===== config.mk =====
export PLATFORM = sky130hd
export DESIGN_NAME = con_feed_ctrl
export DESIGN_NICKNAME = d
export VERILOG_FILES = /design/src/rtl/con_feed_ctrl.sv
export SDC_FILE = /design/constraint.sdc
export NUM_CORES = 1
export LEC_CHECK = 0
export CAP_MARGIN = 30
export CELL_PAD_IN_SITES_DETAIL_PLACEMENT = 2
export CELL_PAD_IN_SITES_GLOBAL_PLACEMENT = 2
export CORE_UTILIZATION = 48
export DETAILED_ROUTE_END_ITERATION = 16
export PLACE_DENSITY_LB_ADDON = 0.1
export SYNTH_ARGS = -nofsm -noshare
export SYNTH_HDL_FRONTEND = slang
export SYNTH_SLANG_ARGS = --single-unit

===== constraint.sdc =====
create_clock -name clk -period 7 [get_ports clk]
set_input_delay 1.75 -clock clk [delete_from_list [all_inputs] [get_ports clk]]
set_output_delay 1.75 -clock clk [all_outputs]
set_load 0.005 [all_outputs]

===== src/rtl/con_feed_ctrl.sv =====
// Feed sequencer for con_5x5: buffers a 3x3 kernel and 7x7 frame, streams them as one burst
// and collects the 25 results. Define CON_FEED_RESBUF_EN to add a readable result buffer.
module con_feed_ctrl #(
  parameter int unsigned DW        = 16,
  parameter int unsigned DRAIN_MAX = 255
) (
  input  logic          clk,
  input  logic          rst_n,
  input  logic          wr_en,
  input  logic [5:0]    wr_addr,
  input  logic [DW-1:0] wr_data,
  input  logic          start,
  input  logic          reuse_kernel,
  output logic          busy,
  output logic          done,
  output logic          err,
  output logic          eng_ena,
  output logic [DW-1:0] eng_data,
  input  logic          eng_valid,
  input  logic [DW-1:0] eng_result,
  input  logic          eng_finish,
  output logic          res_valid,
  output logic [DW-1:0] res_data,
  output logic [4:0]    res_idx,
  input  logic [4:0]    rd_addr,
  output logic [DW-1:0] rd_data
);

  localparam int unsigned DCW = (DRAIN_MAX > 1) ? $clog2(DRAIN_MAX) : 1;

  typedef enum logic [2:0] {StIdle, StKernel, StPixel, StDrain, StDone} state_e;

  state_e         state_q, state_d;
  logic [DW-1:0]  buf_q [58];
  logic           kernel_loaded_q, kernel_loaded_d;
  logic [3:0]     kidx_q, kidx_d;
  logic [2:0]     win_q, win_d;
  logic [2:0]     grp_q, grp_d;
  logic [1:0]     wrd_q, wrd_d;
  logic [2:0]     last_grp;
  logic [DCW-1:0] drain_q, drain_d;
  logic [4:0]     cap_cnt_q, cap_cnt_d;
  logic           valid_prev_q;
  logic           busy_q, busy_d;
  logic           done_q, done_d;
  logic           err_q, err_d;
  logic           eng_ena_q, eng_ena_d;
  logic [DW-1:0]  eng_data_q, eng_data_d;
  logic           res_valid_q, res_valid_d;
  logic [DW-1:0]  res_data_q, res_data_d;
  logic [4:0]     res_idx_q, res_idx_d;
  logic           wr_ok;
  logic           capture;

  // Buffer address of window row w, column group g, word wd (counters are zero-based except w).
  function automatic logic [5:0] pix_addr(input logic [2:0] w, input logic [2:0] g,
                                          input logic [1:0] wd);
    logic [2:0] r0;
    logic [2:0] c0;
    if (w == 3'd1) begin
      r0 = 3'(wd);
      c0 = g;
    end else if (g == 3'd0) begin
      // Leading group completes the new bottom row on the side the previous sweep ended.
      r0 = w + 3'd1;
      c0 = w[0] ? 3'(wd) : 3'd4 + 3'(wd);
    end else begin
      r0 = w - 3'd1 + 3'(wd);
      c0 = w[0] ? 3'd2 + g : 3'd4 - g;
    end
    return 6'd9 + 6'({r0, 3'b000} - {3'b000, r0}) + 6'(c0);
  endfunction

  assign wr_ok    = wr_en && !busy_q && (wr_addr < 6'd58);
  assign capture  = (state_q != StIdle) && eng_valid && !valid_prev_q && (cap_cnt_q < 5'd25);
  assign last_grp = (win_q == 3'd1) ? 3'd6 : 3'd4;

  always_comb begin
    state_d         = state_q;
    kernel_loaded_d = kernel_loaded_q;
    kidx_d          = kidx_q;
    win_d           = win_q;
    grp_d           = grp_q;
    wrd_d           = wrd_q;
    drain_d         = drain_q;
    cap_cnt_d       = cap_cnt_q;
    busy_d          = busy_q;
    done_d          = 1'b0;
    err_d           = err_q;
    eng_ena_d       = eng_ena_q;
    eng_data_d      = eng_data_q;
    res_valid_d     = 1'b0;
    res_data_d      = res_data_q;
    res_idx_d       = res_idx_q;

    if (wr_ok && (wr_addr < 6'd9)) kernel_loaded_d = 1'b1;

    if (capture) begin
      res_valid_d = 1'b1;
      res_data_d  = eng_result;
      res_idx_d   = cap_cnt_q;
      cap_cnt_d   = cap_cnt_q + 5'd1;
    end

    unique case (state_q)
      StIdle: begin
        if (start) begin
          busy_d    = 1'b1;
          eng_ena_d = 1'b1;
          err_d     = 1'b0;
          res_idx_d = 5'd0;
          cap_cnt_d = 5'd0;
          drain_d   = '0;
          win_d     = 3'd1;
          grp_d     = 3'd0;
          wrd_d     = 2'd0;
          kidx_d    = 4'd0;
          if (reuse_kernel && kernel_loaded_q) begin
            state_d    = StPixel;
            eng_data_d = buf_q[6'd9];
          end else begin
            state_d    = StKernel;
            eng_data_d = buf_q[6'd0];
          end
        end
      end
      StKernel: begin
        if (kidx_q == 4'd8) begin
          state_d    = StPixel;
          eng_data_d = buf_q[6'd9];
        end else begin
          kidx_d     = kidx_q + 4'd1;
          eng_data_d = buf_q[{2'b00, kidx_d}];
        end
      end
      StPixel: begin
        if (win_q == 3'd5 && grp_q == 3'd4 && wrd_q == 2'd2) begin
          state_d   = StDrain;
          eng_ena_d = 1'b0;
          drain_d   = '0;
        end else begin
          if (wrd_q != 2'd2) begin
            wrd_d = wrd_q + 2'd1;
          end else begin
            wrd_d = 2'd0;
            if (grp_q != last_grp) begin
              grp_d = grp_q + 3'd1;
            end else begin
              grp_d = 3'd0;
              win_d = win_q + 3'd1;
            end
          end
          eng_data_d = buf_q[pix_addr(win_d, grp_d, wrd_d)];
        end
      end
      StDrain: begin
        if (eng_finish || (cap_cnt_q == 5'd25)) begin
          state_d = StDone;
          done_d  = 1'b1;
          busy_d  = 1'b0;
        end else if (drain_q == DCW'(DRAIN_MAX - 1)) begin
          state_d = StDone;
          done_d  = 1'b1;
          busy_d  = 1'b0;
          err_d   = 1'b1;
        end else begin
          drain_d = drain_q + 1'b1;
        end
      end
      StDone: state_d = StIdle;
      default: state_d = StIdle;
    endcase
  end

  always_ff @(posedge clk) begin
    if (!rst_n) begin
      state_q         <= StIdle;
      kernel_loaded_q <= 1'b0;
      kidx_q          <= 4'd0;
      win_q           <= 3'd1;
      grp_q           <= 3'd0;
      wrd_q           <= 2'd0;
      drain_q         <= '0;
      cap_cnt_q       <= 5'd0;
      valid_prev_q    <= 1'b0;
      busy_q          <= 1'b0;
      done_q          <= 1'b0;
      err_q           <= 1'b0;
      eng_ena_q       <= 1'b0;
      eng_data_q      <= '0;
      res_valid_q     <= 1'b0;
      res_data_q      <= '0;
      res_idx_q       <= 5'd0;
    end else begin
      state_q         <= state_d;
      kernel_loaded_q <= kernel_loaded_d;
      kidx_q          <= kidx_d;
      win_q           <= win_d;
      grp_q           <= grp_d;
      wrd_q           <= wrd_d;
      drain_q         <= drain_d;
      cap_cnt_q       <= cap_cnt_d;
      valid_prev_q    <= eng_valid;
      busy_q          <= busy_d;
      done_q          <= done_d;
      err_q           <= err_d;
      eng_ena_q       <= eng_ena_d;
      eng_data_q      <= eng_data_d;
      res_valid_q     <= res_valid_d;
      res_data_q      <= res_data_d;
      res_idx_q       <= res_idx_d;
    end
  end

  // Frame storage is deliberately not reset.
  always_ff @(posedge clk) begin
    if (wr_ok) buf_q[wr_addr] <= wr_data;
  end

`ifdef CON_FEED_RESBUF_EN
  logic [DW-1:0] resbuf_q [25];
  logic [DW-1:0] rd_data_q, rd_data_d;

  always_ff @(posedge clk) begin
    if (capture) resbuf_q[cap_cnt_q] <= eng_result;
  end

  always_comb begin
    rd_data_d = '0;
    if (rd_addr < 5'd25) rd_data_d = resbuf_q[rd_addr];
  end

  always_ff @(posedge clk) begin
    if (!rst_n) rd_data_q <= '0;
    else        rd_data_q <= rd_data_d;
  end

  assign rd_data = rd_data_q;
`else
  logic unused_rd_addr;
  assign unused_rd_addr = ^rd_addr;
  assign rd_data        = '0;
`endif

  assign busy      = busy_q;
  assign done      = done_q;
  assign err       = err_q;
  assign eng_ena   = eng_ena_q;
  assign eng_data  = eng_data_q;
  assign res_valid = res_valid_q;
  assign res_data  = res_data_q;
  assign res_idx   = res_idx_q;

endmodule


### Word level (Yosys, flattened, before mapping)

Memory sizes are Yosys's and may differ from the RTL's.
Index checks and enable logic that the tools add are counted.
Widths: inputs -> output; s select.

* flip-flop bits (word level): 72
* RAM bits: 928
* output and inout bits: 58
* logic and storage cells: 159
* memories: 1

* add/sub/neg operators: 15
* $lt $le $gt $ge: 3
* equal/unequal tests: 22
* muxes and demuxes: 72
* reduce and logical (&&, ||, !) cells: 29

Memory list
* buf_q: words 58, bits a word 16, read ports 4, clocked after memory_dff 0, wr ports 1, line 34 `logic [DW-1:0] buf_q [58];`

Operators with widths (count)
* $mux 3: 27
* $mux 16: 4
* $pmux 16 s3: 1
* $mux 8: 4
* $mux 5: 6
* $pmux 8 s3: 1
* $ne 2x2->1 const B: 9
* $reduce_and 3->1: 5
* $mux 2: 7
* $mux 1: 12
* $pmux 3 s2: 2
* $pmux 3 s4: 1
* $add 3x1->3 const B: 3
* $eq 3x1->1 const B: 3
* $logic_and 1x1->1: 9
* $reduce_bool 3->1: 3
* $add 8x1->8 const B: 1
* $eq 8x8->1 const B: 1
* $mux 4: 2
* $pmux 4 s2: 1
* $reduce_and 4->1: 2
* $add 4x6->6 const A: 1
* $add 6x3->6: 1
* $eq 3x2->1 const B: 2
* other kinds (26): 33

### Longest topological paths before layout

Gate-level depths: netlist (run 1).
An unclocked memory read counts as a cell.

* word-level depth: 19
* gate-level depth with buffers: 27
* depth with buffers taken out: 25

### Worst setup path after synthesis (run 1)

Ideal clock, no wire load.

* kind: register to register
* start: reg win_q[0]
* end: reg eng_data_q[14] (netlist: eng_data[14])
* arrival time: 5494 ps
* data required time: 6874 ps
* setup slack: 1379 ps
* stages on the path, launching flop included: 23
* buffers on the path: 1
* path through: dfxtp_1 -> ha_1 -> nor2b_4 -> mux2i_2 -> nor2_1 -> o21ai_0 -> ha_1 -> inv_1 -> ha_1 -> mux2_2 -> a31oi_4 -> nor2_1 -> ha_1 -> inv_1 -> ha_1 -> inv_1 -> fa_1 -> xor2_1 -> buf_2 -> mux4_2 -> o21bai_1 -> o211ai_1 -> a31oi_1

* longest elaborated chain between the ends: 19

Ends and longest elaborated chain
* from (decl): line 37 `logic [2:0] win_q, win_d;`
* from (signal assigned): line 198 `win_q <= win_d;`
* $eq 3x1->1: line 76 `assign last_grp = (win_q == 3'd1) ? 3'd6 : 3'd4;`
* $mux 2: line 76
* $ne 3x3->1: line 146 `if (grp_q != last_grp) begin`
* $mux 3: line 146
* $mux 3: line 142 `if (wrd_q != 2'd2) begin`
* $mux 3: line 137 `if (win_q == 3'd5 && grp_q == 3'd4 && wrd_q == 2'd2) begin`
* $mux 3: line 105 `unique case (state_q)`
* $sub 3x1->3: line 68 `r0 = w - 3'd1 + 3'(wd);`
* (+3 left out)
* $mux 3: line 137
* $mux 3: line 105
* $sub 6x3->6: line 71 `return 6'd9 + 6'({r0, 3'b000} - {3'b000, r0}) + 6'(c0);`
* $add 4x6->6: line 71
* $add 6x3->6: line 71
* $mem_v2 58x16
* $mux 16: line 137
* $pmux 16 s3: line 105
* to (signal assigned): line 208 `eng_data_q <= eng_data_d;`
* to (decl): line 48 `logic [DW-1:0] eng_data_q, eng_data_d;`

Several ways; a longest one is shown, not always the timed one. The select of a mux whose other input is x is not followed.
A chain may end at the register's enable or synchronous reset.

### Worst setup path after layout (run 1)

* start: reg win_q[0]
* end: reg eng_data_q[4] (netlist: eng_data[4])

Same word-level chain as after synthesis.

==> impl_results.md, run 1 <==
- Antenna violations before repair: 7
- Main combinational cell family by area after synthesis: multiplexers
- Final WS setup: 0.3829 ns
- R2r setup slk: 0.38 ns
- Layout cells sized above 1: 26.00%
- Clock slew at reported path FFs: 0.06 ns
- Area fraction in compound gates after synthesis: 5.306%
- First-pass GRT wire length: 193.0 mm
- Setup TNS: 0 ns
- M3 GR Usage: 4.346%
- WL/cell: 36.36 um
- Leakage Power: 15.48 nW
- Data required time of the worst path: 7.60 ns
- I/O Pins: 108
- Die width: 298.0 um
- Dpl hpwl: 81.78 mm
- Placed Area: 0.04504 mm2
- Hold path depth: 2
- Yosys top cell area share: 66.28%
- Final Critical Period: 6.617 ns
- CTS max path bufs: 3
- Die Y: 298.0 um
- Synthesized area per cell: 18.56 um2
- Worst r2r dst: eng_data[4]
- Max FO, Critical Path: 15
- Synth Warn #: 0
- Final Hold Viols: 0
- Initial Utilization: 48.46%
- Vias per inst: 6.548
- Cell variety after synth: 65
- Internal Pwr Total: 0.01192 W
- Met1 usage: 42.23%
- GR peak layer: met2
- Peak Freq: 0.1511 GHz
- Maxcap violations: 0
- Num CTS Buffers: 106
- Placement Rows: 108
- Clock root buffer master: clkbuf_16
- Crit path DAT: 7.22 ns
- CTS H-tree lvls: 3
- Simple-Gate Fraction of Synth Area: 3.955%
- Xor/xnor share of the synthesized area: 0.3125%
- Design area: 0.04845 mm2
- Worst-Margin Slew: 1.091 ns
- Setup crit start kind: flip-flop
- Post-synthesis mux area share: 17.97%
- Seq pwr share: 39.3%
- VDD IR max: 238.4 uV
- CTS tree: yes
- Drt drc: 0
- Crit share post-route: 94.53%
- Routed WL: 134.5 mm
- DR vias: 24.22k
- Die area: 0.08878 mm2
- DR pass1 iterations: 5
- GR Layer Usage met2: 50.29%
- IO buf count: 86
- Clock Power Share: 32.2%
- CP startpoint: win_q[0]
- GP Congestion: 0.8090
- Synth Cell Area: 0.04204 mm2
- Worst-case reg-to-reg path depth: 25
- Crit. End Element: flip-flop
- CTS sink cnt: 1000
- Adder-cell share of the synthesized area: 0.7321%
- DRT antenna net count: 0
- Gr ovfl total: 0
- RSZ-0062 raised after global routing: false
- Skew-Pair Late Insertion Delay: 0.70 ns
- Sequential area share after synthesis: 69.71%
- Total power: 0.01729 W
- Synth Flop Type: edfxtp_1
- Sw Ratio: 31.06%
- Core ar.: 0.08675 mm2
- Min-delay worst type: flip-flop to flip-flop
- Yosys reg bits: 1000
- Critical setup path kind: flip-flop to flip-flop
- Final setup viols: 0
- Crit path to: eng_data[4]
- Clock Skews: 0.04826 ns
- GRT Total Usage: 30.56%
- Setup WS pre-CTS: 0.2013 ns
- Max-slew headroom: 27.28%
- Gate power share: 28.5%
- Vias in the first global route: 25.94k
- Synth area leader: edfxtp_1
- Slew Viols, Final: 0
- Ranking of synthesized cells by area: edfxtp_1, mux4_2, dfxtp_1
- Gate Count Post-Synth: 2265
- Pin count of the biggest net entering global routing: 66
- P_sw: 0.005369 W
- Initial drt markers: 2634
- RR Startpoint: win_q[0]
- Outcome: completed
- FFs w/ async S/R, synth: 0%
- Cell Pwr Density: 356.7 mW/mm2
- Layout area overhead: 15.25%
- Final net count: 2529
- Number of synthesized flops with an enable pin: 928
-- synth_stat cells (all sizes together), types with 2 or more instances --
cell type  count
o211ai        35
nand4          7
o21a          17
mux2           4
dfxtp         72
a221oi         2
or3            9
nand3b         4
xnor2          6
ha            23
nand2b         3
mux2i         68
nor3           7
a211oi         6
and2          16
and4           2
a221o         16
clkbuf        80
a21oi         16
mux4         303
and3           3
nand4b         3
buf           81
nor3b         17
a31oi         33
xor2           9
a22oi         76
a21boi        20
inv           24
and3b          3
nand2        134
nor2b         10
nor2         102
or3b           2
nand3         31
o22ai          2
o21bai        15
edfxtp       928
o21ai         60
o211a          2
-- critical path, stage by stage, from the launching register on --
cell     delay [ns]
dfxtp_1        0.52
ha_1           0.26
nor2b_4        0.18
mux2i_2        0.42
nor2_1         0.16
buf_4          0.19
o21ai_0        0.23
ha_1           0.28
inv_1          0.06
ha_1           0.22
mux2_2         0.29
a31oi_4        0.24
nor2_1         0.10
ha_1           0.29
inv_1          0.10
ha_4           0.13
inv_1          0.06
fa_2           0.48
xnor2_1        0.21
buf_4          0.19
nor2_4         0.45
a22oi_1        0.26
nand2_1        0.16
nor3b_1        0.66
o21ai_0        0.21
a31oi_1        0.19
-- through the flow --
stage               utilization [%]  hold WS (ns)  std cells
floorplan                         -        0.4527       2280
global placement              51.60        0.4522       3486
detailed placement            51.91        0.4649       3500
CTS                           55.78        0.4822       3695
global route                  55.85        0.5062       3697
finish                        55.85        0.4751       3699
-- per-layer routing --
metal	routed length (um)	share of wire, %	up-vias
li1	-	-	9663
met1	53800	40	13174
met2	66740	50	1133
met3	9383	7.0	246
met4	4538	3.4	6
met5	37	0.028	-
-- power groups by stage --
stage               clock network (W)  registers [W]  logic (W)
floorplan                           0        0.00683    0.00313
global placement                    0        0.00690    0.00463
detailed placement                  0        0.00691    0.00487
CTS                           0.00564        0.00679    0.00495
global route                  0.00581        0.00680    0.00522
finish                        0.00556        0.00679    0.00493
-- state kept, by name, summed over array words and instances, names as in the netlist, 2 cells and up --
name       cells
kidx_q         4
cap_cnt_q      5
buf_q        928
grp_q          3
drain_q        8
win_q          3
res_data      16
res_idx        5
wrd_q          2
eng_data      16
state_q        3
-- how the worst min path moves through the flow --
stage	start	to	slack, ns
finish	res_idx[0]	res_idx[0]	0.48
global route	res_data[0]	res_data[0]	0.51
CTS	res_idx[2]	res_idx[2]	0.48
detailed placement	res_idx[2]	res_idx[2]	0.46
global placement	res_idx[2]	res_idx[2]	0.45
floorplan	res_idx[0]	res_idx[0]	0.45
-- cells in the final DEF (no fill, tap or decap), types with 25 or more instances in the layout --
cell / n
clkbuf_16: 108
nor2_1: 87
dfxtp_1: 71
buf_4: 116
o21ai_0: 58
o211ai_1: 25
edfxtp_1: 928
a22oi_1: 76
nand3_1: 31
a31oi_1: 32
mux4_2: 303
clkdlybuf4s50_1: 69
mux2i_1: 67
nand2_1: 134
-- logic make-up after synthesis --
logic type,count (synthesis)
flip-flops,1000
buffers and inverters,185
XOR/XNOR,15
AO/OA/AOI/OAI,309
other,1
multiplexers,375
adder cells (fa/ha/maj),24
AND/OR/NAND/NOR,356
-- area by class of cell --
| class | instances | area, um2 |
|---|---|---|
| Antenna cell | 2 | 5.005 |
| Timing Repair Buffer | 228 | 2157 |
| Multi-Input combinational cell | 1095 | 12090 |
| Clock buffer | 137 | 2861 |
| Fill cell | 7312 | 38300 |
| Tap cell | 1155 | 1445 |
| Sequential cell | 1000 | 29310 |
| Inverter | 24 | 90.09 |
| Clock inverter | 58 | 489.2 |
-- what timing repair did --
action                     CTS  global route
resized for setup            0             4
setup endpoints to repair    0            12
setup buffers                0             0
hold buffers                 0             0
(Power assumes the default switching activity.)
==> run 2, diff against run 1 <==
==> constraint.sdc (replaced) <==
create_clock -name clk -period 7 [get_ports clk]
set_input_delay 1.75 -clock clk [delete_from_list [all_inputs] [get_ports clk]]
set_output_delay 1.75 -clock clk [all_outputs]
set_load 0.02 [all_outputs]
==> results of run 2 <==
The final DEF is identical to that of run 1. Status: completed.
Among the figures that moved: total power 0.01729 W -> 0.01737 W
==> run 3, diff against run 2 <==
ABC_AREA = 1   (was not set)
CORE_UTILIZATION = 42   (was 48)
PLACE_DENSITY = 0.88   (was not set)
PLACE_DENSITY_LB_ADDON = not set   (was 0.1)
==> run 3 against run 2 <==
Compared with the run above: register-to-register slack lost 0.04 ns; first-iteration DRC count grew 42%; final cell count up 54%; synthesized cell count up 84%; largest cell class unchanged.
==> impl_results.md, run 3 <==
- Design area: 0.05085 mm2
- Vias in the first global route: 39.92k
- Worst-case reg-to-reg path depth: 35
- Outcome: completed
- Placed cells: 5498
- Cell variety after synth: 48
- Max reg flops: 928
- FFs w/ async S/R, synth: 0%
- Placement Rows: 118
- Max FO, Critical Path: 22
- Layout area overhead: 15.62%
- Layout cells sized above 1: 9.383%
- Placed Area: 0.04693 mm2
- Data required time of the worst path: 7.61 ns
- Setup crit start kind: flip-flop
- Drt drc: 0
- RSZ-0062 raised after global routing: false
- Synth Cell Area: 0.04398 mm2
- Die area: 0.1060 mm2
- IO buf count: 86
- Clock Skews: 0.03419 ns
- RR Startpoint: win_q[0]
- Cell Pwr Density: 438.5 mW/mm2
- Hold path depth: 2
- R2r setup slk: 0.34 ns
- Pin count of the biggest net entering global routing: 207
- Yosys reg bits: 1000
- CTS max path bufs: 3
- Num CTS Buffers: 112
- Max-slew headroom: 17.69%
- CP max stage cell: fa_4
- Die Y: 325.6 um
- Peak Freq: 0.1502 GHz
- Vias per inst: 6.299
- Setup TNS: 0 ns
- Final Hold Viols: 0
- Worst r2r dst: eng_data[0]
- Crit share post-route: 95.09%
- DR pass1 iterations: 6
- WL/cell: 32.32 um
- Synth area leader: edfxtp_1
- DRT antenna net count: 0
- Ranking of synthesized cells by area: edfxtp_1, nand2_1, nand3_1
- Dpl hpwl: 101.7 mm
- CTS sink cnt: 1000
- VDD IR max: 325.8 uV
- I/O Pins: 108
- Initial Utilization: 42.43%
- Number of synthesized flops with an enable pin: 928
- Routed WL: 184.5 mm
- Synthesized area per cell: 10.55 um2
- Post-synth top cells: nand2_1, edfxtp_1, nand3_1, o21ai_0, a21oi_1
- Antenna violations before repair: 5
- Min-delay worst type: flip-flop to flip-flop
- Gr ovfl total: 0
- Worst-Margin Slew: 1.235 ns
- Core ar.: 0.1036 mm2
- Commonest cells after routing, fill and taps aside: nand2_1, edfxtp_1, nand3_1
- Biggest register: buf_q
- Crit path DAT: 7.27 ns
- Setup bufs post-CTS: 0
- Skew-Pair Late Insertion Delay: 0.75 ns
- CTS tree: yes
- Final Critical Period: 6.657 ns
- Sequential area share after synthesis: 66.64%
- Yosys top cell area share: 63.36%
- DR vias: 35.96k
- Leakage Power: 18.06 nW
- Final net count: 4307
- Setup WS pre-CTS: 0.5438 ns
- Critical setup path kind: flip-flop to flip-flop
- Hold EP: eng_data[14]
- Top-count cell post-synth: nand2_1
- Final Non-Filler Cells: 5709
- Total power: 0.02230 W
- GRT Total Usage: 34.33%
- Initial drt markers: 3738
- First-pass GRT wire length: 270.0 mm
- Synth Warn #: 0
- Clock root buffer master: clkbuf_16
- Maxcap violations: 0
- Delay of the slowest critical-path stage: 1.01 ns
- Synth Flop Type: edfxtp_1
- Slew Viols, Final: 0
- CTS H-tree lvls: 3
- Gate Count Post-Synth: 4168
- Hold_sp: eng_data[14]
- Crit. End Element: flip-flop
- Clock slew at reported path FFs: 0.06 ns
- Commonest non-fill, non-tap cell in the layout: nand2_1
- Die width: 325.6 um
- Final setup viols: 0
- Final WS setup: 0.3434 ns
- GP Congestion: 0.8509
[run 3: per-stage QoR]
stage                     hold slack (ns)  util, %
after floorplan                    0.4457        -
after global placement             0.4496    44.90
after detailed placement           0.4678    45.28
after CTS                          0.4868    49.04
after global routing               0.5103    49.06
final                              0.4816    49.06
[run 3: layer usage]
metal / up-vias / share of wire [%] / track usage [%]
met5: - / 0.012 / 0
met4: 4 / 6.7 / 20.13
met3: 731 / 6.9 / 5.438
met2: 1936 / 50 / 59.40
met1: 18439 / 36 / 40.38
li1: 14851 / - / -
[run 3: layout make-up]
class / count / area (um2)
Timing Repair Buffer: 221 / 2262
Clock buffer: 139 / 3002
Multi-Input combinational cell: 2715 / 12950
Sequential cell: 1000 / 29310
Clock inverter: 69 / 889.6
Inverter: 183 / 706.9
Tap cell: 1380 / 1727
Fill cell: 10265 / 52790
Antenna cell: 2 / 5.005
[run 3: what timing repair did]
action                                  CTS  global route
endpoints found under the hold margin     0             0
endpoints found under the setup margin    0             2
hold buffers                              0             0
gates resized for setup                   0             1
[run 3: how the worst max path moves through the flow]
stage / from / end / slack, ns / cells after the start
CTS: win_q[0] / eng_data[3] / 0.36 / 35
floorplan: win_q[0] / eng_data[6] / 1.87 / 36
detailed placement: win_q[0] / eng_data[0] / 0.54 / 35
global route: win_q[0] / eng_data[0] / 0.1 / 35
finish: win_q[0] / eng_data[0] / 0.34 / 35
global placement: win_q[0] / eng_data[2] / 0.68 / 35
[run 3: critical path: cells and delay by family (launching register included)]
kind | cells | cell delay [ns]
buf+inv | 10 | 1.13
compound gates | 2 | 0.39
simple gates | 17 | 2.51
fa+ha+maj | 6 | 2.08
flops | 1 | 0.40
[run 3: where the power goes]
group          internal (W)  switching, W
clock network       0.00374       0.00271
logic               0.00234       0.00669
registers           0.00666      0.000144
[run 3: cell families after synthesis]
logic type	Yosys count	synth area share, %
and+or+nand+nor	2005	19.77
DFF	1000	66.64
AOI/OAI and AO/OA	662	8.347
buffers and inverters	468	4.361
adders and majority gates	24	0.6999
xor gates and xnor gates	8	0.1764
other	1	0.008527
